**src/rtl/hs_npu_mem_ordering.sv**
```systemverilog
`default_nettype none
// ---------------------------------------------------------------------------
// hs_npu_mem_ordering : burst read/write sequencer between an NPU word stream
// and a request/ready burst memory port.                          rev 1.0
// ---------------------------------------------------------------------------
module hs_npu_mem_ordering #(
  parameter int BURST_WORDS = 2,
  parameter int CNT_W       = 16
) (
  input  logic                         clk,
  input  logic                         rst_n,
  input  logic                         start_i,
  input  logic                         dir_i,
  input  logic [31:0]                  base_addr_i,
  input  logic [CNT_W-1:0]             num_bursts_i,
  input  logic                         abort_i,
  output logic                         busy_o,
  output logic                         done_o,
  input  logic                         mem_ready_i,
  input  logic                         mem_valid_i,
  output logic                         mem_read_req_o,
  output logic                         mem_write_valid_o,
  output logic                         mem_invalidate_o,
  output logic [31:0]                  request_address_o,
  input  logic [BURST_WORDS-1:0][31:0] mem_rdata_i,
  output logic [BURST_WORDS-1:0][31:0] mem_wdata_o,
  output logic [31:0]                  rd_data_o,
  output logic                         rd_valid_o,
  input  logic                         rd_ready_i,
  input  logic [31:0]                  wr_data_i,
  input  logic                         wr_valid_i,
  output logic                         wr_ready_o
);

  localparam int               IDX_W       = (BURST_WORDS > 1) ? $clog2(BURST_WORDS) : 1;
  localparam logic [IDX_W-1:0] LAST_IDX    = IDX_W'(BURST_WORDS - 1);
  localparam logic [31:0]      BURST_BYTES = 32'(BURST_WORDS * 4);

  typedef enum logic [2:0] {
    IDLE     = 3'd0,
    RD_REQ   = 3'd1,
    RD_WAIT  = 3'd2,
    RD_DRAIN = 3'd3,
    WR_FILL  = 3'd4,
    WR_REQ   = 3'd5,
    WR_WAIT  = 3'd6,
    DONE     = 3'd7
  } state_t;

  state_t                       state_q, state_d;
  logic [31:0]                  base_q, base_d;
  logic [CNT_W-1:0]             nb_q, nb_d;
  logic [CNT_W-1:0]             k_q, k_d;
  logic [IDX_W-1:0]             idx_q, idx_d;
  logic [BURST_WORDS-1:0][31:0] buf_q, buf_d;
  logic                         inv_q, inv_d;
  logic [CNT_W:0]               k_next;
  logic                         last_burst;

  // One extra bit so the k+1 < num_bursts test cannot overflow.
  assign k_next     = {1'b0, k_q} + (CNT_W+1)'(1);
  assign last_burst = !(k_next < {1'b0, nb_q});

  assign request_address_o = base_q + 32'(k_q) * BURST_BYTES;
  assign mem_wdata_o       = buf_q;
  assign rd_data_o         = buf_q[idx_q];
  assign mem_invalidate_o  = inv_q;
  assign busy_o            = (state_q != IDLE);

  always_ff @(posedge clk or negedge rst_n) begin
    if (!rst_n) begin
      state_q <= IDLE;
      base_q  <= '0;
      nb_q    <= '0;
      k_q     <= '0;
      idx_q   <= '0;
      buf_q   <= '0;
      inv_q   <= 1'b0;
    end else begin
      state_q <= state_d;
      base_q  <= base_d;
      nb_q    <= nb_d;
      k_q     <= k_d;
      idx_q   <= idx_d;
      buf_q   <= buf_d;
      inv_q   <= inv_d;
    end
  end

  always_comb begin
    state_d           = state_q;
    base_d            = base_q;
    nb_d              = nb_q;
    k_d               = k_q;
    idx_d             = idx_q;
    buf_d             = buf_q;
    inv_d             = 1'b0;
    done_o            = 1'b0;
    mem_read_req_o    = 1'b0;
    mem_write_valid_o = 1'b0;
    rd_valid_o        = 1'b0;
    wr_ready_o        = 1'b0;

    case (state_q)
      IDLE: begin
        if (start_i) begin
          base_d = base_addr_i;
          nb_d   = num_bursts_i;
          k_d    = '0;
          idx_d  = '0;
          if (num_bursts_i == '0) state_d = DONE;
          else                    state_d = dir_i ? WR_FILL : RD_REQ;
        end
      end
      RD_REQ: begin
        mem_read_req_o = 1'b1;
        if (mem_ready_i) state_d = RD_WAIT;
      end
      RD_WAIT: begin
        mem_read_req_o = 1'b1;
        if (mem_valid_i) begin
          buf_d   = mem_rdata_i;
          idx_d   = '0;
          state_d = RD_DRAIN;
        end
      end
      RD_DRAIN: begin
        rd_valid_o = 1'b1;
        if (rd_ready_i) begin
          if (idx_q == LAST_IDX) begin
            idx_d   = '0;
            k_d     = k_next[CNT_W-1:0];
            state_d = last_burst ? DONE : RD_REQ;
          end else begin
            idx_d = idx_q + IDX_W'(1);
          end
        end
      end
      WR_FILL: begin
        wr_ready_o = 1'b1;
        if (wr_valid_i) begin
          buf_d[idx_q] = wr_data_i;
          if (idx_q == LAST_IDX) begin
            idx_d   = '0;
            state_d = WR_REQ;
          end else begin
            idx_d = idx_q + IDX_W'(1);
          end
        end
      end
      WR_REQ: begin
        mem_write_valid_o = 1'b1;
        if (mem_ready_i) state_d = WR_WAIT;
      end
      WR_WAIT: begin
        // Entered the cycle after acceptance, so any ready seen here completes the burst.
        if (mem_ready_i) begin
          k_d     = k_next[CNT_W-1:0];
          state_d = last_burst ? DONE : WR_FILL;
        end
      end
      DONE: begin
        done_o  = 1'b1;
        state_d = IDLE;
      end
      default: state_d = IDLE;
    endcase

    if (abort_i && (state_q != IDLE)) begin
      state_d = IDLE;
      inv_d   = (state_q == RD_REQ) || (state_q == RD_WAIT);
      done_o  = 1'b0;
      buf_d   = '0;
      idx_d   = '0;
      k_d     = '0;
    end
  end

endmodule
`default_nettype wire

```
**config.mk**
```make
export PLATFORM = sky130hd
export DESIGN_NAME = hs_npu_mem_ordering
export DESIGN_NICKNAME = d
export VERILOG_FILES = /design/src/rtl/hs_npu_mem_ordering.sv
export SDC_FILE = /design/constraint.sdc
export NUM_CORES = 1
export LEC_CHECK = 0
export CELL_PAD_IN_SITES_DETAIL_PLACEMENT = 0
export CELL_PAD_IN_SITES_GLOBAL_PLACEMENT = 1
export CORE_UTILIZATION = 31
export CTS_CLUSTER_DIAMETER = 40
export DETAILED_ROUTE_END_ITERATION = 10
export HOLD_SLACK_MARGIN = 0.1
export PLACE_DENSITY = 0.76
export SYNTH_ARGS = -nofsm -noshare
export SYNTH_HDL_FRONTEND = slang
export SYNTH_SLANG_ARGS = --single-unit
```
**constraint.sdc**
```tcl
create_clock -name clk -period 2.6 [get_ports clk]
set_input_delay 0.39 -clock clk [delete_from_list [all_inputs] [get_ports clk]]
set_output_delay 0.39 -clock clk [all_outputs]
set_load 0.05 [all_outputs]
```
==> results.txt <==
----------------------------------------------------
[Status]
  Outcome ... finished, violations left
  Violated checks ... DRC, setup timing

[Synthesis]
  Fraction of registers with async set or reset after synthesis ... 1.000
  Post-synthesis xor/xnor area fraction ... 0.04210
  Post-Synthesis Cell Area ... 8322 sq um
  Adder-cell share of the synthesized area ... 0.05052
  Number of flops mapped to enable cells by yosys ... 0
  Unique masters post-synth ... 62
  Top flip-flop cell by instance count after synthesis ... sky130_fd_sc_hd__dfrtp_1
  Post-synth net total ... 1056
  Dominant combinational cell family by area after synthesis ... compound AO/OA/AOI/OAI gates
  Compound-gate portion of the synthesized area ... 0.2127
  Syn Area/Cell ... 9.565 sq um
  Sequential cell area fraction in the yosys report ... 0.3999
  Count of synthesis-stage warnings from yosys ... 0
  Flip-flop and latch count after synthesis ... 133
  Share of cell area taken by muxes after synthesis ... 0.08660
  Count of mapped cells out of synthesis ... 870
  Fraction of the mapped netlist area in simple logic gates ... 0.1523

[Setup path]
  Buffering stage count on the worst path with inverters included ... 3
  Register-to-register setup slack ... -230 ps
  Worst reg2reg path endpoint ... state_q[0]$_DFFE_PN0P_
  Largest delay contributor family on the critical path ... simple AND/OR/NAND/NOR gates
  Required time reported for the critical path endpoint ... 2210 ps
  FF-to-FF Start ... k_q[6]$_DFFE_PN0P_
  CP Data Arrival Time ... 2780 ps
  CP max stage cell ... sky130_fd_sc_hd__or4_4
  Sort of element at the start of the critical path ... flop
  Series of cell instances along the critical path ... ha_2 -> inv_2 -> fa_2 -> nor2b_2 -> o31a_1 -> buf_4 -> o311ai_2 -> nand2_1 -> or4_4 -> nand3_4 -> buf_12
  Setup crit end kind ... output pin
  Path type of the worst setup path ... flop to output pin
  CP startpoint ... k_q[0]$_DFFE_PN0P_
  Worst Reg-to-Reg Cells ... 13
  Largest fanout of any net on the critical path ... 2
  CP max stage delay ... 450 ps

[Finish]
  Number of nets in the layout ... 1398
  Fraction of layout cells with a size suffix above 1 ... 0.2802
  Final Core Density ... 0.5225
  Synthesis-to-finish area growth ... 64.55%
  Non-Filler Cell Area, Final ... 13690 sq um

[Placed design]
  Worst setup timing slack at the placement stage ... -222.3 ps
  Number of buffers added on ports ... 287
  DP Area ... 12640 sq um
  Detailed placer's ending HPWL ... 20200 um
  Placer congestion estimate ... 0.8503

[Clock network]
  CTS HTree Levels ... 4
  CTS tree ... yes
  Number of clock buffers inserted by TritonCTS ... 17
  CTS Root Buffer Type ... sky130_fd_sc_hd__clkbuf_16
  Clock-pin slew of the registers on the worst-case setup and hold paths ... 60 ps
  Sinks on Clock Net ... 133
  Number of buffers on the longest clock path ... 2
  Clock Latency Late Sink ... 420 ps

[Pwr]
  Pwr per Cell Area ... 1337 nW/um^2
  Reported leakage power ... 5.760 nW
  Sw power ... 9.168 mW
  Switching portion of total power ... 0.5006
  Relative contribution of combinational cells to total power ... 0.657
  Post-layout total power ... 18.31 mW
  Largest vdd supply drop ... 0.9240 mV
  Clk pwr share ... 0.133
  Sequential cell fraction of total power ... 0.210
  Internal power of the cells ... 9.145 mW

[STA]
  Portion of the clock cycle consumed by the worst path in the final layout ... 1.218
  Post-route worst setup slack ... -566.7 ps
  Max Clk Rate ... 315.8 MHz
  Worst slew pin tran ... 571.9 ps
  RSZ-0062 raised after global routing ... yes
  Final number of setup-violating endpoints ... 26
  Worst slew margin relative to its limit ... 0.6175
  Final critical delay including setup and external delays ... 3167 ps
  Count of final hold-check violations ... 0
  Worst clock skew ... 11.36 ps
  Max-slew violation total from the final report ... 0

[Global routing]
  Largest net degree at the start of global routing ... 84
  Number of global-route vias before repair ... 8226
  Antenna violations before repair ... 1
  All-Layer GR Usage ... 0.2031
  First-pass GRT wire length ... 44330 um
  Global-route congestion overflow total ... 0

[Routing]
  First-pass iteration count of the detailed router ... 8
  Iter 0 DRT Violations ... 398
  Detailed-route wire length per cell ... 17.70 um
  Total wire length ... 27620 um
  Routed Antenna Nets ... 0
  Number of remaining DRC errors ... 24
  Vias ... 7908
  Avg Vias per Cell ... 5.066

[Floorplan]
  Core ar. ... 26210 sq um
  I/O pin total ... 288
  Standard-cell rows ... 59
  Total die area ... 27500 sq um
  Effective utilization at floorplan ... 0.3175
  Chip Width ... 165.8 um
  Chip Height ... 165.8 um

[Flow run]
  Max-capacitance violation count ... 0

[Min path]
  Tightest Hold Check Type ... input pin to async pin

----------------------------------------------------
==> how the worst max path moves through the flow <==
stage	to	slack (ps)	cells past startpoint
after CTS	request_address_o[25]	-580	11
after floorplan	request_address_o[29]	-200	9
after detailed placement	request_address_o[31]	-220	10
after global placement	request_address_o[29]	-170	11
final	request_address_o[13]	-570	11
after global routing	request_address_o[13]	-670	11
==> cell type report <==
cell class              instances  area, sq um
well taps                     335        419.2
diodes                          2        5.005
flip-flops and latches        133         3329
inverters                      30        112.6
fillers                      2321        12510
clock buffers                  20        456.7
clock inverters                11        127.6
multi-input cells             642         5240
repair buffers                388         4003
==> Yosys cell counts (3+ instances only) <==
cell type | n | area share
sky130_fd_sc_hd__nor3_1 | 5 | 0.0030
sky130_fd_sc_hd__dfrtp_1 | 133 | 0.40
sky130_fd_sc_hd__nand2b_1 | 7 | 0.0053
sky130_fd_sc_hd__ha_1 | 32 | 0.048
sky130_fd_sc_hd__nor3b_1 | 33 | 0.030
sky130_fd_sc_hd__o31ai_1 | 8 | 0.0072
sky130_fd_sc_hd__a21boi_0 | 3 | 0.0027
sky130_fd_sc_hd__o22ai_1 | 3 | 0.0023
sky130_fd_sc_hd__mux2_2 | 64 | 0.087
sky130_fd_sc_hd__and3_1 | 10 | 0.0075
sky130_fd_sc_hd__nor2b_1 | 4 | 0.0030
sky130_fd_sc_hd__o31ai_2 | 28 | 0.042
sky130_fd_sc_hd__a22oi_1 | 33 | 0.030
sky130_fd_sc_hd__or4_1 | 3 | 0.0027
sky130_fd_sc_hd__buf_2 | 17 | 0.010
sky130_fd_sc_hd__a21o_1 | 8 | 0.0072
sky130_fd_sc_hd__buf_4 | 7 | 0.0063
sky130_fd_sc_hd__xnor2_1 | 24 | 0.025
sky130_fd_sc_hd__clkbuf_1 | 32 | 0.014
sky130_fd_sc_hd__a221oi_1 | 4 | 0.0042
sky130_fd_sc_hd__o2111ai_1 | 4 | 0.0042
sky130_fd_sc_hd__nand2_1 | 81 | 0.037
sky130_fd_sc_hd__buf_6 | 8 | 0.011
sky130_fd_sc_hd__a31oi_1 | 5 | 0.0038
sky130_fd_sc_hd__a21oi_1 | 93 | 0.056
sky130_fd_sc_hd__inv_1 | 29 | 0.013
sky130_fd_sc_hd__and4_1 | 4 | 0.0042
sky130_fd_sc_hd__nor2_1 | 56 | 0.025
sky130_fd_sc_hd__o21ai_0 | 38 | 0.023
sky130_fd_sc_hd__o211ai_1 | 6 | 0.0054
sky130_fd_sc_hd__nor4_1 | 6 | 0.0045
sky130_fd_sc_hd__xor2_1 | 16 | 0.017
sky130_fd_sc_hd__nand4_1 | 8 | 0.0060
sky130_fd_sc_hd__o21a_1 | 4 | 0.0036
sky130_fd_sc_hd__and2_1 | 3 | 0.0023
sky130_fd_sc_hd__nand3_1 | 16 | 0.0096
sky130_fd_sc_hd__a22o_1 | 3 | 0.0032
==> cell families (layout without fill, tap and decap cells) <==
family	Yosys count	count (layout)
and+or+nand+nor	248	248
DFF	133	133
muxes	64	64
xor gates and xnor gates	40	40
other	0	2
AOI/OAI and AO/OA	257	257
buffers and inverters	95	449
adders and majority gates	33	33
==> flip-flops by register name, summed over array words and instances, names as in the netlist <==
name and count:
k_q 16, nb_q 16, mem_wdata_o 64, idx_q 1, base_q 32, state_q 3, mem_invalidate_o 1
==> through the flow <==
step	setup TNS, ps	hold WS (ps)	instances
global route	-13110	359.3	1560
CTS	-10290	351.3	1552
detailed placement	-2698	230.9	1513
finish	-9764	370.2	1561
floorplan	-1111	94.41	870
global placement	-1791	232.1	1513
==> timing repair <==
item | in CTS | in global routing
pin swaps | 26 | 19
endpoints found under the setup margin | 53 | 29
resized for setup | 73 | 17
hold buffers | 1 | 0
hold endpoints to repair | 13 | 0
setup buffers | 10 | 7
==> metal layers <==
layer  vias up  GRT usage  routed length (um)
li1       3844          -                   -
met1      3775     0.2525               11850
met2       255     0.3430               13220
met3        34    0.05338                1981
met4         0    0.06420                 571
met5         -          0                   0
==> layout by cell type, fill, tap and decap left out, drive strengths merged, types with 8 or more instances in the layout <==
cell,n
nor2,57
nand3,16
nand2,81
dfrtp,133
mux2,64
xnor2,24
o31ai,36
a21o,8
buf,138
clkbuf,20
nand4,8
clkdlybuf4s50,223
ha,32
a22oi,33
xor2,16
and3,10
nor3b,34
dlygate4sd2,25
o21ai,40
inv,31
a21oi,93
==> power groups by stage <==
stage	clock network [mW]	registers, mW	logic, mW
finish	2.43	3.84	12.0
global route	2.59	3.99	12.7
floorplan	0	5.23	6.46
global placement	0	3.84	12.0
detailed placement	0	3.84	12.1
CTS	2.50	3.85	12.1
Note: power is estimated with default switching activity, not from simulation.
